[config.mk]
export PLATFORM = sky130hd
export DESIGN_NAME = lcd_display_scan
export DESIGN_NICKNAME = d
export VERILOG_FILES = /design/src/rtl/lcd_pkg.sv /design/src/rtl/lcd_shadow_ram.sv /design/src/rtl/lcd_display_scan.sv
export SDC_FILE = /design/constraint.sdc
export NUM_CORES = 2
export LEC_CHECK = 0
export ABC_AREA = 1
export BUFFER_PORTS_ARGS = -buffer_cell sky130_fd_sc_hd__buf_2
export CAP_MARGIN = 20
export CORE_ASPECT_RATIO = 0.9
export CORE_UTILIZATION = 45
export CTS_BUF_LIST = sky130_fd_sc_hd__clkbuf_16
export DETAILED_ROUTE_END_ITERATION = 12
export PLACE_DENSITY_LB_ADDON = 0.2
export SETUP_SLACK_MARGIN = 0.5
export SKIP_CTS_REPAIR_TIMING = 1
export SLEW_MARGIN = 20
export SYNTH_ARGS = -nofsm -noshare
export SYNTH_HDL_FRONTEND = slang
export SYNTH_SLANG_ARGS = --single-unit
[constraint.sdc]
create_clock -name clk -period 7.9 [get_ports clk]
set_input_delay 0.79 -clock clk [delete_from_list [all_inputs] [get_ports clk]]
set_output_delay 0.79 -clock clk [all_outputs]
set_load 0.02 [all_outputs]
[src/rtl/lcd_pkg.sv]
// Shared constants and scan-state encoding for the LCD region scanner.
package lcd_pkg;
  localparam int NUM_REGIONS = 44;
  localparam int NAME_W      = 40;
  localparam int VALUE_W     = 32;
  localparam int NUM_W       = 6;

  typedef enum logic [1:0] {
    ST_WAIT  = 2'd0,
    ST_CHECK = 2'd1,
    ST_SEND  = 2'd2
  } scan_state_t;
endpackage

[src/rtl/lcd_shadow_ram.sv]
// Per-region copy of what the LCD currently shows; addressed by region number 1..DEPTH.
module lcd_shadow_ram
  import lcd_pkg::*;
#(
  parameter int DEPTH = lcd_pkg::NUM_REGIONS
) (
  input  logic               clk,
  input  logic               resetn,
  input  logic [NUM_W-1:0]   addr,
  input  logic               we,
  input  logic               clear_all,
  input  logic               wr_vld,
  input  logic [NAME_W-1:0]  wr_name,
  input  logic [VALUE_W-1:0] wr_value,
  output logic               rd_vld,
  output logic [NAME_W-1:0]  rd_name,
  output logic [VALUE_W-1:0] rd_value
);
  localparam int AW = (DEPTH < 2) ? 1 : $clog2(DEPTH);

  logic [DEPTH-1:0]   vld_q;
  logic [NAME_W-1:0]  name_mem  [DEPTH];
  logic [VALUE_W-1:0] value_mem [DEPTH];
  logic [NUM_W-1:0]   idx_full;
  logic [AW-1:0]      idx;
  logic               in_range;

  assign idx_full = addr - NUM_W'(1);
  assign idx      = idx_full[AW-1:0];
  assign in_range = (addr != '0) && (addr <= NUM_W'(DEPTH));

  always_ff @(posedge clk or negedge resetn) begin
    if (!resetn) begin
      vld_q <= '0;
    end else if (clear_all) begin
      vld_q <= '0;
    end else if (we && in_range) begin
      vld_q[idx] <= wr_vld;
    end
  end

  always_ff @(posedge clk) begin
    if (we && in_range) begin
      name_mem[idx]  <= wr_name;
      value_mem[idx] <= wr_value;
    end
  end

  assign rd_vld   = in_range && vld_q[idx];
  assign rd_name  = in_range ? name_mem[idx]  : '0;
  assign rd_value = in_range ? value_mem[idx] : '0;
endmodule

[src/rtl/lcd_display_scan.sv]
// Walks display regions 1..NUM_REGIONS, samples user content and forwards only
// regions whose content differs from what was last sent to the renderer.
module lcd_display_scan
  import lcd_pkg::*;
#(
  parameter int NUM_REGIONS = lcd_pkg::NUM_REGIONS,
  parameter int SETTLE      = 1
) (
  input  logic               clk,
  input  logic               resetn,
  output logic [NUM_W-1:0]   display_number,
  input  logic               display_valid,
  input  logic [NAME_W-1:0]  display_name,
  input  logic [VALUE_W-1:0] display_value,
  input  logic               force_refresh,
  output logic               upd_valid,
  input  logic               upd_ready,
  output logic [NUM_W-1:0]   upd_number,
  output logic [NAME_W-1:0]  upd_name,
  output logic [VALUE_W-1:0] upd_value,
  output logic               upd_clear,
  output logic               frame_done
);
  localparam int CNT_W = (SETTLE < 1) ? 1 : $clog2(SETTLE + 1);

  scan_state_t        state_q, state_d;
  logic [CNT_W-1:0]   cnt_q;
  logic               refresh_pending;
  logic               capture, advance, xfer, need, wrap, clear_all;

  logic               smp_vld;
  logic [NAME_W-1:0]  smp_name;
  logic [VALUE_W-1:0] smp_value;

  logic               sh_vld;
  logic [NAME_W-1:0]  sh_name;
  logic [VALUE_W-1:0] sh_value;

  lcd_shadow_ram #(.DEPTH(NUM_REGIONS)) u_shadow (
    .clk       (clk),
    .resetn    (resetn),
    .addr      (display_number),
    .we        (xfer),
    .clear_all (clear_all),
    .wr_vld    (smp_vld),
    .wr_name   (smp_name),
    .wr_value  (smp_value),
    .rd_vld    (sh_vld),
    .rd_name   (sh_name),
    .rd_value  (sh_value)
  );

  assign need = (smp_vld && (!sh_vld || (smp_name != sh_name) || (smp_value != sh_value)))
             || (!smp_vld && sh_vld);

  always_comb begin
    state_d = state_q;
    capture = 1'b0;
    advance = 1'b0;
    xfer    = 1'b0;
    case (state_q)
      ST_WAIT: begin
        if (cnt_q == CNT_W'(SETTLE)) begin
          capture = 1'b1;
          state_d = ST_CHECK;
        end
      end
      ST_CHECK: begin
        if (need) state_d = ST_SEND;
        else      advance = 1'b1;
      end
      ST_SEND: begin
        if (upd_ready) begin
          xfer    = 1'b1;
          advance = 1'b1;
        end
      end
      default: state_d = ST_WAIT;
    endcase
    if (advance) state_d = ST_WAIT;
  end

  assign wrap      = advance && (display_number == NUM_W'(NUM_REGIONS));
  // A refresh request arriving on the wrap edge itself still clears this wrap.
  assign clear_all = wrap && (refresh_pending || force_refresh);

  always_ff @(posedge clk or negedge resetn) begin
    if (!resetn) begin
      state_q         <= ST_WAIT;
      cnt_q           <= '0;
      display_number  <= NUM_W'(1);
      refresh_pending <= 1'b0;
      frame_done      <= 1'b0;
    end else begin
      state_q    <= state_d;
      frame_done <= wrap;
      if (advance)                        cnt_q <= '0;
      else if (state_q == ST_WAIT && !capture) cnt_q <= cnt_q + CNT_W'(1);
      if (advance) display_number <= wrap ? NUM_W'(1) : display_number + NUM_W'(1);
      if (wrap)               refresh_pending <= 1'b0;
      else if (force_refresh) refresh_pending <= 1'b1;
    end
  end

  always_ff @(posedge clk) begin
    if (capture) begin
      smp_vld   <= display_valid;
      smp_name  <= display_name;
      smp_value <= display_value;
    end
  end

  // Payload is a view of the held sample, so it cannot move while stalled.
  assign upd_valid  = (state_q == ST_SEND);
  assign upd_number = upd_valid ? display_number : '0;
  assign upd_clear  = upd_valid && !smp_vld;
  assign upd_name   = (upd_valid && smp_vld) ? smp_name  : '0;
  assign upd_value  = (upd_valid && smp_vld) ? smp_value : '0;
endmodule

==> results.toml <==
[run_status]
status = "complete, no violations"

[drt]
drt_wl_total_um = 466000
drt_first_pass_iters = 8
vias_per_cell = 5.67
route.detailed.drc = 0
drt_iter0_drc = 13900
num_vias = 96400
wl_per_cell_um = 27.4
antenna_left = 0

[clock_network]
clk-insertion-delay-late_ns = 0.90
cts_max_path_buffers = 4
clockRootBuffer = "clkbuf_16"
cts_made_buffers = 341
clk_pin_slew_ns = 0.06
cts_tree = "yes"
clock-sinks = 3296
h-tree-depth = 5

[sta]
setup_viol = 0
max_freq_mhz = 141
setup_slack_ns = 0.808
rsz0062_at_grt = "no"
fin_crit_sh = 0.898
fin_worst_skew_ns = 0.0399
hold_viol = 0
tightest_slew_ns = 1.29
period_minus_slack_ns = 7.09
setup_tns_ns = 0
drv_slew = 0
relSlewSlack = 0.141

[grt]
grt_max_degree = 184
grt_pass1_vias = 90100
grt_usage = 0.297
grt_antenna_before_repair = 18
grt_first_pass_wirelength_um = 658000
grt-ovfl-total = 0

[worst_setup_path]
crit_arrival_ns = 7.86
reg2reg_slack_ns = 0.81
critPathRequiredTime_ns = 8.67
path_max_fanout = 161
reg2reg_depth = 25
crit_type = "reg -> reg"
cp-start-kind = "flip-flop"
endpoint_kind = "flip-flop"
r2r_end = "u_shadow.vld_q[19]"
reg2reg_from = "display_number[0]"

[synth]
yosys.cell_count.top_type = "edfxtp_1"
synth_top_area_cell = "edfxtp_1"
synth_top_area_share = 0.706
syn_area_um2 = 138000
syn_avg_cell_area_um2 = 11.0
postSynthCellCount = 12500
netlist_top_cells_count = "edfxtp_1, nand2_1, nor2_1, o21ai_0, inv_1"
synthTopCellsByArea = "edfxtp_1, nand2_1, nor2_1, o21ai_0, inv_1"
synth_cell_types = 35
syn-num-nets = 12600
yosysWarnings = 0
synth_edf_count = 3241
synth-async-reset-ratio = 0.0167
synthFlopType = "edfxtp_1"
seq_area_frac_synth = 0.716
synth_seq_cells = 3296

[floorplan]
fp.dieW_um = 585
die_h_um = 527
core_um2 = 304000
rows = 192
initial_utilization = 0.453
die_area_um2 = 309000
io-pin-count = 164

[placed_design]
placed_area_um2 = 144000
hpwl_um = 243000
pre_cts_ws_ns = 0.797
place_congestion = 0.864
port_buffers = 163

[cells_and_area]
regArea_um2 = 98700
finalNetCount = 12700
multiInputGateArea_um2 = 33400
postLayoutCellArea_um2 = 154000
nFillCells = 26900
syn_to_final_growth_pct = 11.6
drive_gt1_frac = 0.0945

[job]
drv_cap = 0

[power]
power_density_nw_per_um2 = 416
ir_drop_mv = 0.481
p_leak_nw = 59.0
power.total_mw = 64.0

[min_path]
hp-class = "in -> async"
-- power by group --
group	switching, mW	internal (mW)	total, mW	leakage (nW)
combinational	20.9	6.47	27.4	23.8
sequential	0.222	21.3	21.5	29.8
clock	6.73	8.39	15.1	5.38
total	27.8	36.1	64.0	59.0
-- stage by stage --
step | util | cells | hold slack, ns
finish | 0.505 | 17000 | 0.0486
global placement | 0.472 | 16400 | 0.527
detailed placement | 0.472 | 16400 | 0.531
global route | 0.505 | 17000 | 0.0428
CTS | 0.505 | 17000 | 0.0186
floorplan | - | 12500 | 0.494
-- sequential cells by signal (all words and copies together), names as in the netlist --
| register | count |
|---|---|
| u_shadow.name_mem | 1760 |
| u_shadow.value_mem | 1408 |
| u_shadow.vld_q | 44 |
| smp_name | 40 |
| smp_value | 32 |
| display_number | 6 |
| state_q | 2 |
| cnt_q | 1 |
| frame_done | 1 |
| refresh_pending | 1 |
| smp_vld | 1 |
-- area by class of cell --
cell class	instances	area share
Clock inverter	255	0.00918
Multi-Input combinational cell	7843	0.217
Antenna cell	4	0.0000651
Sequential cell	3296	0.642
Clock buffer	351	0.0571
Inverter	722	0.0178
Tap cell	4074	0.0331
Timing Repair Buffer	458	0.0237
-- logic make-up (layout without fill, tap and decap cells) --
family,count (synthesis),count (layout),share of synthesized area
xor gates and xnor gates,4,4,0.000254
DFF,3296,3296,0.716
other,0,4,0
muxes,10,10,0.000726
adders and majority gates,6,6,0.000545
and+or+nand+nor,6404,6404,0.185
AOI/OAI and AO/OA,1419,1419,0.0524
buffers and inverters,1388,1786,0.0447
-- worst max-delay path by stage --
stage | start | to | slack [ns] | cells past startpoint
after global placement | display_number[0] | u_shadow.vld_q[23] | 0.74 | 25
after detailed placement | display_number[0] | u_shadow.vld_q[35] | 0.80 | 25
final | display_number[0] | u_shadow.vld_q[19] | 0.81 | 25
after CTS | display_number[0] | u_shadow.vld_q[2] | 0.79 | 25
after floorplan | display_number[0] | u_shadow.vld_q[27] | 1.41 | 16
after global routing | display_number[0] | u_shadow.vld_q[41] | 0.50 | 25
-- layout by cell type, fill, tap and decap left out, drive strengths merged --
cell type / synthesis / final
buf: 508 / 458
edfxtp: 3241 / 3241
mux2i: 10 / 10
o21bai: 28 / 28
o21ai: 1211 / 1211
bufinv: 0 / 12
a21oi: 158 / 158
inv: 722 / 828
nand3: 480 / 480
diode: 0 / 4
a22oi: 15 / 15
nor3: 1 / 1
xor2: 4 / 4
a31oi: 2 / 2
dfrtp: 54 / 54
or2: 247 / 247
ha: 6 / 6
dfstp: 1 / 1
nor2: 2569 / 2569
clkinv: 0 / 136
clkbuf: 158 / 351
nand2: 3025 / 3025
clkinvlp: 0 / 1
nand4: 79 / 79
o22ai: 5 / 5
and2: 3 / 3
-- layer usage --
| layer | share of wire | track usage |
|---|---|---|
| met3 | 0.10 | 0.0481 |
| met2 | 0.45 | 0.460 |
| met5 | 0.000073 | 0 |
| met4 | 0.044 | 0.112 |
| met1 | 0.41 | 0.421 |
-- critical path, cell delays in order (launching register included) --
cell	delay [ns]
dfstp_4	0.61
inv_8	0.34
buf_12	0.61
buf_12	0.61
buf_4	0.77
nand2_1	0.10
nand2_1	0.09
nand2_1	0.05
nand2_1	0.11
nand2_1	0.06
nand3_1	0.11
nand3_1	0.25
nand4_1	0.19
nand2_1	0.10
nor2_1	0.50
nand2_1	0.14
nor2_2	0.51
nand3_1	0.17
nor2_1	0.12
nand2_1	0.06
nand2_1	0.07
nand2_2	0.09
nand2_4	0.12
nand4_4	0.56
nand2_1	0.26
inv_1	0.07
No activity file was read; power rests on OpenSTA's default activity.
